==> config.mk <==
export PLATFORM = sky130hd
export DESIGN_NAME = bcd_digit_converter
export DESIGN_NICKNAME = d
export VERILOG_FILES = /design/src/rtl/bcd_digit_converter.sv
export SDC_FILE = /design/constraint.sdc
export NUM_CORES = 1
export LEC_CHECK = 0
export CORE_UTILIZATION = 32
export DETAILED_ROUTE_END_ITERATION = 6
export PLACE_DENSITY = 0.56
export RECOVER_POWER = 25
export SYNTH_ARGS = -nofsm -noshare
export SYNTH_HDL_FRONTEND = slang
export SYNTH_SLANG_ARGS = --single-unit
==> constraint.sdc <==
create_clock -name clk -period 4.8 [get_ports clk]
set_input_delay 0.96 -clock clk [delete_from_list [all_inputs] [get_ports clk]]
set_output_delay 0.96 -clock clk [all_outputs]
set_load 0.005 [all_outputs]
==> src/rtl/bcd_digit_converter.sv <==
// Sequential binary-to-BCD converter (shift-and-add-3, one bit per clock) feeding a 4-digit display.
// Optional LEADING_ZERO_BLANK_EN replaces leading zero digits with the all-ones blank code.
module bcd_digit_converter #(
  parameter int BIN_WIDTH   = 14,
  parameter int DIGIT_WIDTH = 8
) (
  input  logic                   clk,
  input  logic                   rst,
  input  logic [BIN_WIDTH-1:0]   bin_in,
  input  logic                   start,
  output logic                   busy,
  output logic                   done,
  output logic                   overflow,
  output logic [DIGIT_WIDTH-1:0] digit3,
  output logic [DIGIT_WIDTH-1:0] digit2,
  output logic [DIGIT_WIDTH-1:0] digit1,
  output logic [DIGIT_WIDTH-1:0] digit0
);

  localparam int CNT_W = $clog2(BIN_WIDTH + 1);

  typedef enum logic {IDLE, SHIFT} state_t;

  state_t                 state_q, state_d;
  logic [BIN_WIDTH-1:0]   bin_q, bin_d;
  logic [15:0]            bcd_q, bcd_d, bcd_adj;
  logic [CNT_W-1:0]       cnt_q, cnt_d;
  logic                   ovf_acc_q, ovf_acc_d;
  logic                   done_q, done_d;
  logic                   overflow_q, overflow_d;
  logic [DIGIT_WIDTH-1:0] digit_q [4];
  logic [DIGIT_WIDTH-1:0] digit_d [4];

  always_comb begin
    state_d    = state_q;
    bin_d      = bin_q;
    bcd_d      = bcd_q;
    cnt_d      = cnt_q;
    ovf_acc_d  = ovf_acc_q;
    done_d     = 1'b0;
    overflow_d = overflow_q;
    digit_d    = digit_q;
    bcd_adj    = bcd_q;

    for (int unsigned i = 0; i < 4; i++) begin
      if (bcd_q[4*i +: 4] >= 4'd5) bcd_adj[4*i +: 4] = bcd_q[4*i +: 4] + 4'd3;
    end

    case (state_q)
      IDLE: begin
        if (start) begin
          bin_d     = bin_in;
          bcd_d     = '0;
          cnt_d     = CNT_W'(BIN_WIDTH);
          ovf_acc_d = 1'b0;
          state_d   = SHIFT;
        end
      end
      SHIFT: begin
        bcd_d     = {bcd_adj[14:0], bin_q[BIN_WIDTH-1]};
        bin_d     = bin_q << 1;
        // Any bit leaving the 16-bit window means a fifth decimal digit exists (> 9999).
        ovf_acc_d = ovf_acc_q | bcd_adj[15];
        cnt_d     = cnt_q - 1'b1;
        if (cnt_q == CNT_W'(1)) begin
          state_d    = IDLE;
          done_d     = 1'b1;
          overflow_d = ovf_acc_d;
          for (int unsigned i = 0; i < 4; i++) begin
            digit_d[i] = ovf_acc_d ? DIGIT_WIDTH'(4'd9) : DIGIT_WIDTH'(bcd_d[4*i +: 4]);
          end
`ifdef LEADING_ZERO_BLANK_EN
          if (!ovf_acc_d) begin : blank_leading
            logic blank;
            blank = 1'b1;
            for (int unsigned i = 3; i >= 1; i--) begin
              if (blank && bcd_d[4*i +: 4] == 4'd0) digit_d[i] = '1;
              else blank = 1'b0;
            end
          end
`endif
        end
      end
    endcase
  end

  always_ff @(posedge clk or posedge rst) begin
    if (rst) begin
      state_q    <= IDLE;
      bin_q      <= '0;
      bcd_q      <= '0;
      cnt_q      <= '0;
      ovf_acc_q  <= 1'b0;
      done_q     <= 1'b0;
      overflow_q <= 1'b0;
      for (int unsigned i = 0; i < 4; i++) digit_q[i] <= '0;
    end else begin
      state_q    <= state_d;
      bin_q      <= bin_d;
      bcd_q      <= bcd_d;
      cnt_q      <= cnt_d;
      ovf_acc_q  <= ovf_acc_d;
      done_q     <= done_d;
      overflow_q <= overflow_d;
      digit_q    <= digit_d;
    end
  end

  assign busy     = (state_q == SHIFT);
  assign done     = done_q;
  assign overflow = overflow_q;
  assign digit3   = digit_q[3];
  assign digit2   = digit_q[2];
  assign digit1   = digit_q[1];
  assign digit0   = digit_q[0];

endmodule

After elaboration in Yosys (flattened, before gate mapping)

Index checks and enable logic that the tools add are counted.

$add $sub $neg: 5
Magnitude comparators: 4
Equality and inequality tests: 2
Mux-type cells: 21
Bitwise gates (word level): 2
Reduce and logical (&&, ||, !) cells: 1

Operators by type and width:

| kind                                                                                | number |
|---|---|
| 4-bit two-way mux                                                                   | 9 |
| 16-bit case mux with 2 select lines                                                 | 1 |
| 14-bit case mux with 2 select lines                                                 | 1 |
| 4-bit by 2-bit adder with 4-bit output, second input constant                       | 4 |
| 4-bit by 3-bit greater-or-equal comparator with 1-bit output, second input constant | 4 |
| 16-bit two-way mux                                                                  | 1 |
| 14-bit two-way mux                                                                  | 1 |
| 4-bit case mux with 2 select lines                                                  | 1 |
| 1-bit two-way mux                                                                   | 5 |
| 4-bit by 1-bit == test with 1-bit output, second input constant                     | 1 |
| 1-bit case mux with 2 select lines                                                  | 2 |
| 4-bit by 1-bit subtractor with 4-bit output, second input constant                  | 1 |
| 2-bit != test, second input constant                                                | 1 |
| 2-bit AND reduction                                                                 | 1 |
| 1-bit NOT                                                                           | 1 |
| 1-bit OR                                                                            | 1 |

Flip-flop bits (word level): 70
Output and inout port bits: 35
Word-level logic and storage cells: 46

Longest topological paths before layout

Depth in word-level cells: 4
Depth in mapped cells: 7
Gate-level depth less buffers: 6

Worst setup path before layout

No wires, ideal clock.

Kind: flip-flop to flip-flop
Start point: register bcd_q[12]
End point: register digit_q (netlist bit digit3[2])
Library setup time: 0.095 ns
Arrival: 1.505 ns
Setup slack: 3.199 ns
Cell stages (with the launch flop): 7
Period minus slack after synthesis: 1.601 ns
Cell sequence: dfrtp_1 > inv_1 > ha_1 > nand2b_1 > a21oi_1 > mux2_2 > o31ai_1

Word-level cells in the longest chain between the ends: 4

RTL lines:

| element                                                                                                                       | line | RTL |
|---|---|---|
| start, declared                                                                                                               | 26   | `logic [15:0] bcd_q, bcd_d, bcd_adj;` |
| start signal, assigned                                                                                                        | 91   | `bcd_q <= '0;` |
| start signal, assigned                                                                                                        | 100  | `bcd_q <= bcd_d;` |
| 4-bit by 2-bit adder with 4-bit output / 4-bit by 3-bit greater-or-equal comparator with 1-bit output (equally long branches) | 46   | `if (bcd_q[4*i +: 4] >= 4'd5) bcd_adj[4*i +: 4] = bcd_q[4*i +: 4] + 4'd3;` |
| 4-bit two-way mux *                                                                                                           | 46   |  |
| 1-bit OR                                                                                                                      | 63   | `ovf_acc_d = ovf_acc_q \| bcd_adj[15];` |
| 4-bit two-way mux *                                                                                                           | 70   | `digit_d[i] = ovf_acc_d ? DIGIT_WIDTH'(4'd9) : DIGIT_WIDTH'(bcd_d[4*i +: 4]);` |
| end signal, assigned                                                                                                          | 105  | `digit_q <= digit_d;` |
| end, declared                                                                                                                 | 31   | `logic [DIGIT_WIDTH-1:0] digit_q [4];` |

Every way passes the cells marked *; elsewhere a longest branch is shown, timed or not.
A chain may end at the register's enable or synchronous reset.

Worst setup path after layout

Start point: register state_q (netlist: busy)
End point: output port busy

RTL lines:

| element                | line | RTL |
|---|---|---|
| start, declared        | 24   | `state_t state_q, state_d;` |
| start signal, assigned | 98   | `state_q <= state_d;` |
| end, declared          | 11   | `output logic busy,` |

No word-level cell between the ends.

==> metrics.txt <==
worst-path fanout max 21; crit end category output pin; Worst R2R Path Depth 4; Initial Util 0.3336; final setup vio count 0; layout cells sized above 1 0.05281; Post-Syn Instances 270; GR Util met2 0.2050; Max clock buf depth 2; total chip power 0.001859 W; PortBufs 35; DR vias 1,915; setup TNS 0 ns; vias in the first global route between 1,500 and 2,000; R2R Setup Slk 2.31 ns; multi-input logic area 0.001242 sq mm; Hold Startpoint overflow$_DFFE_PP0P_; Root Buffer clkbuf_8; ys flop type dfrtp_1; Post-CTS Setup Bufs 0; unrepaired setup endpoints after global routing false; IO Count 52; final wirelength 5296 um; CTS buffer count 5; Routability Congestion ~0.75; first-pass GRT wire length 9273 um; antenna violations before repair 0; post-route antenna net violation count 0; outcome complete, no violations; Least-Margin Pin Slew 1.163 ns; Clock Skew 0.009800 ns; Final #Nets 329; worst-path cell chain clkdlybuf4s50_1; GRT met3 Usage 0.03509; slowest stage delay, CP 0.71 ns; # clock sinks 54; Distinct cells, synth 29; Critical Path RT 3.84 ns; die height 95.02 um; final hold vios 0; post-detail-place hpwl roughly 3700 um; Worst path depth 1; max-cap violations 0; Slew HR 0.2235; DR WL/cell 12.98 um; crit start category flop; critical path type reg -> out; number of synthesized register bits 54; Clock Pin Slew Worst Setup and Hold Paths 0.10 ns; number of synthesized flops with an enable pin 0; Final min period 2.588 ns; CP max stage cell dfrtp_1; fmax around 0.39 GHz; pin count of the biggest net entering global routing 37; sequential-to-total area share from yosys stat 0.4880; H-tree level count 2; Crit path buffers/inverters 1; hold endpoint overflow$_DFFE_PP0P_; r2r endpoint digit3[0]$_DFFE_PP0P_; average instance area after synthesis 10.26 sq um; drt pass-1 iters 4; area delta synth->final 16.95%; PostCTS Resize Cnt 0; die area 0.009029 sq mm; Sequential Area 0.001351 sq mm; Core Footprint between 0.008 and 0.009 sq mm; worst r2r src busy$_DFF_PP0_; Hold-fix buffers, CTS 0; VDD IR max ~0.19 mV; P per Cell Area between 500 and 600 mW/mm^2; synthesized cell area roughly 0.0028 sq mm; Ys Warns 0; drt drc 0; busiest grt layer met2; Detailed Route Iter0 Violations 85; ys async rst share 1.000; Core Rows 33; Hold Path Depth 2; min-delay worst type reg -> reg; Worst EP arrival 1.63 ns; Clock Latency Late Sink 0.30 ns; gr usage total 0.1329; final instance area 0.003238 sq mm; remaining global-route overflow 0; met1 Usage GRT 0.1834; fin. max-slew vios 0; critical path's top delay family flip-flops; Filler cells 831; antenna diode count 0; Die W 95.02 um; CTS tree built; Final Cycle Share 0.5392; DR vias/cell 4.694; LEAKAGE 1.503 nW; placed cell areas roughly 0.0032 sq mm
-- per-stage QoR --
step,hold WS [ns],std cells,utilization,worst slack (ns)
after global placement,0.4618,400,0.3802,2.066
after CTS,0.4960,408,0.3903,2.362
after detailed placement,0.4734,400,0.3802,2.034
after global routing,0.5183,408,0.3902,1.979
after floorplan,0.4492,285,-,2.525
final,0.4851,408,0.3902,2.212
-- cell families after synthesis --
| logic type | synth area share |
|---|---|
| adder cells (fa/ha/maj) | 0.04519 |
| multiplexers | 0.1252 |
| flip-flops | 0.4880 |
| other | 0.001354 |
| AO/OA/AOI/OAI | 0.1197 |
| AND/OR/NAND/NOR | 0.1243 |
| XOR/XNOR | 0.01265 |
| buffers and inverters | 0.08360 |
-- routing by layer --
layer  up-vias  part of all wire
met5         -                 0
met4         0             0.011
met3         7             0.049
met2        46              0.43
met1       907              0.51
li1        955                 -
-- worst max-delay path by stage --
stage | startpoint | to
2_1_floorplan | rst | bcd_q[0]$_DFFE_PP0P_
3_3_place_gp | start | bin_q[1]$_DFFE_PP0P_
3_5_place_dp | start | bin_q[4]$_DFFE_PP0P_
4_1_cts | start | bin_q[4]$_DFFE_PP0P_
5_1_grt | busy$_DFF_PP0_ | digit0[0]$_DFFE_PP0P_
6_report | busy$_DFF_PP0_ | busy
-- flip-flops by register name, summed over array words and instances (netlist names), 4 cells and up --
name,cells
bin_q,14
cnt_q,4
digit0,4
bcd_q,16
digit3,4
digit2,4
digit1,4
-- worst reg2reg max path: stages (launching register included) --
cell,delay (ns)
dfrtp_1,0.60
nand3_1,0.74
clkinv_1,0.70
nor2_1,0.24
a31oi_1,0.07
-- cells in the mapped netlist (all sizes together), types with 9 or more instances --
cell type | count | area, sq um
a21oi | 16 | 80.08
buf | 25 | 163.9
dfrtp | 54 | 1351
ha | 10 | 125.1
inv | 14 | 52.55
mux2i | 29 | 290.3
nand2 | 24 | 90.09
nand2b | 18 | 112.6
nor2 | 14 | 52.55
o21ai | 20 | 103.9
o31ai | 9 | 67.56
-- report_power, final --
group	internal (W)	total, W	switching, W
Clock	0.000104	0.000250	0.000146
Combinational	0.000414	0.000814	0.000400
Sequential	0.000644	0.000795	0.000151
-- final cells by class --
| type | instances | area share |
|---|---|---|
| flip-flops and latches | 54 | 0.4173 |
| multi-input cells | 188 | 0.3837 |
| repair buffers | 38 | 0.1151 |
| well taps | 105 | 0.04057 |
| clock buffers | 7 | 0.02357 |
| inverters | 15 | 0.01739 |
| clock inverters | 1 | 0.002318 |
-- placed cells by master, fill, tap and decap left out, drive strengths merged, types with 10 or more instances in the layout --
master and n:
nor2 14, o21ai 20, ha 10, dfrtp 54, mux2i 29, a21oi 16
inv 14, clkdlybuf4s50 34, nand2b 18, nand2 24, conb 16
(Power assumes the default switching activity.)
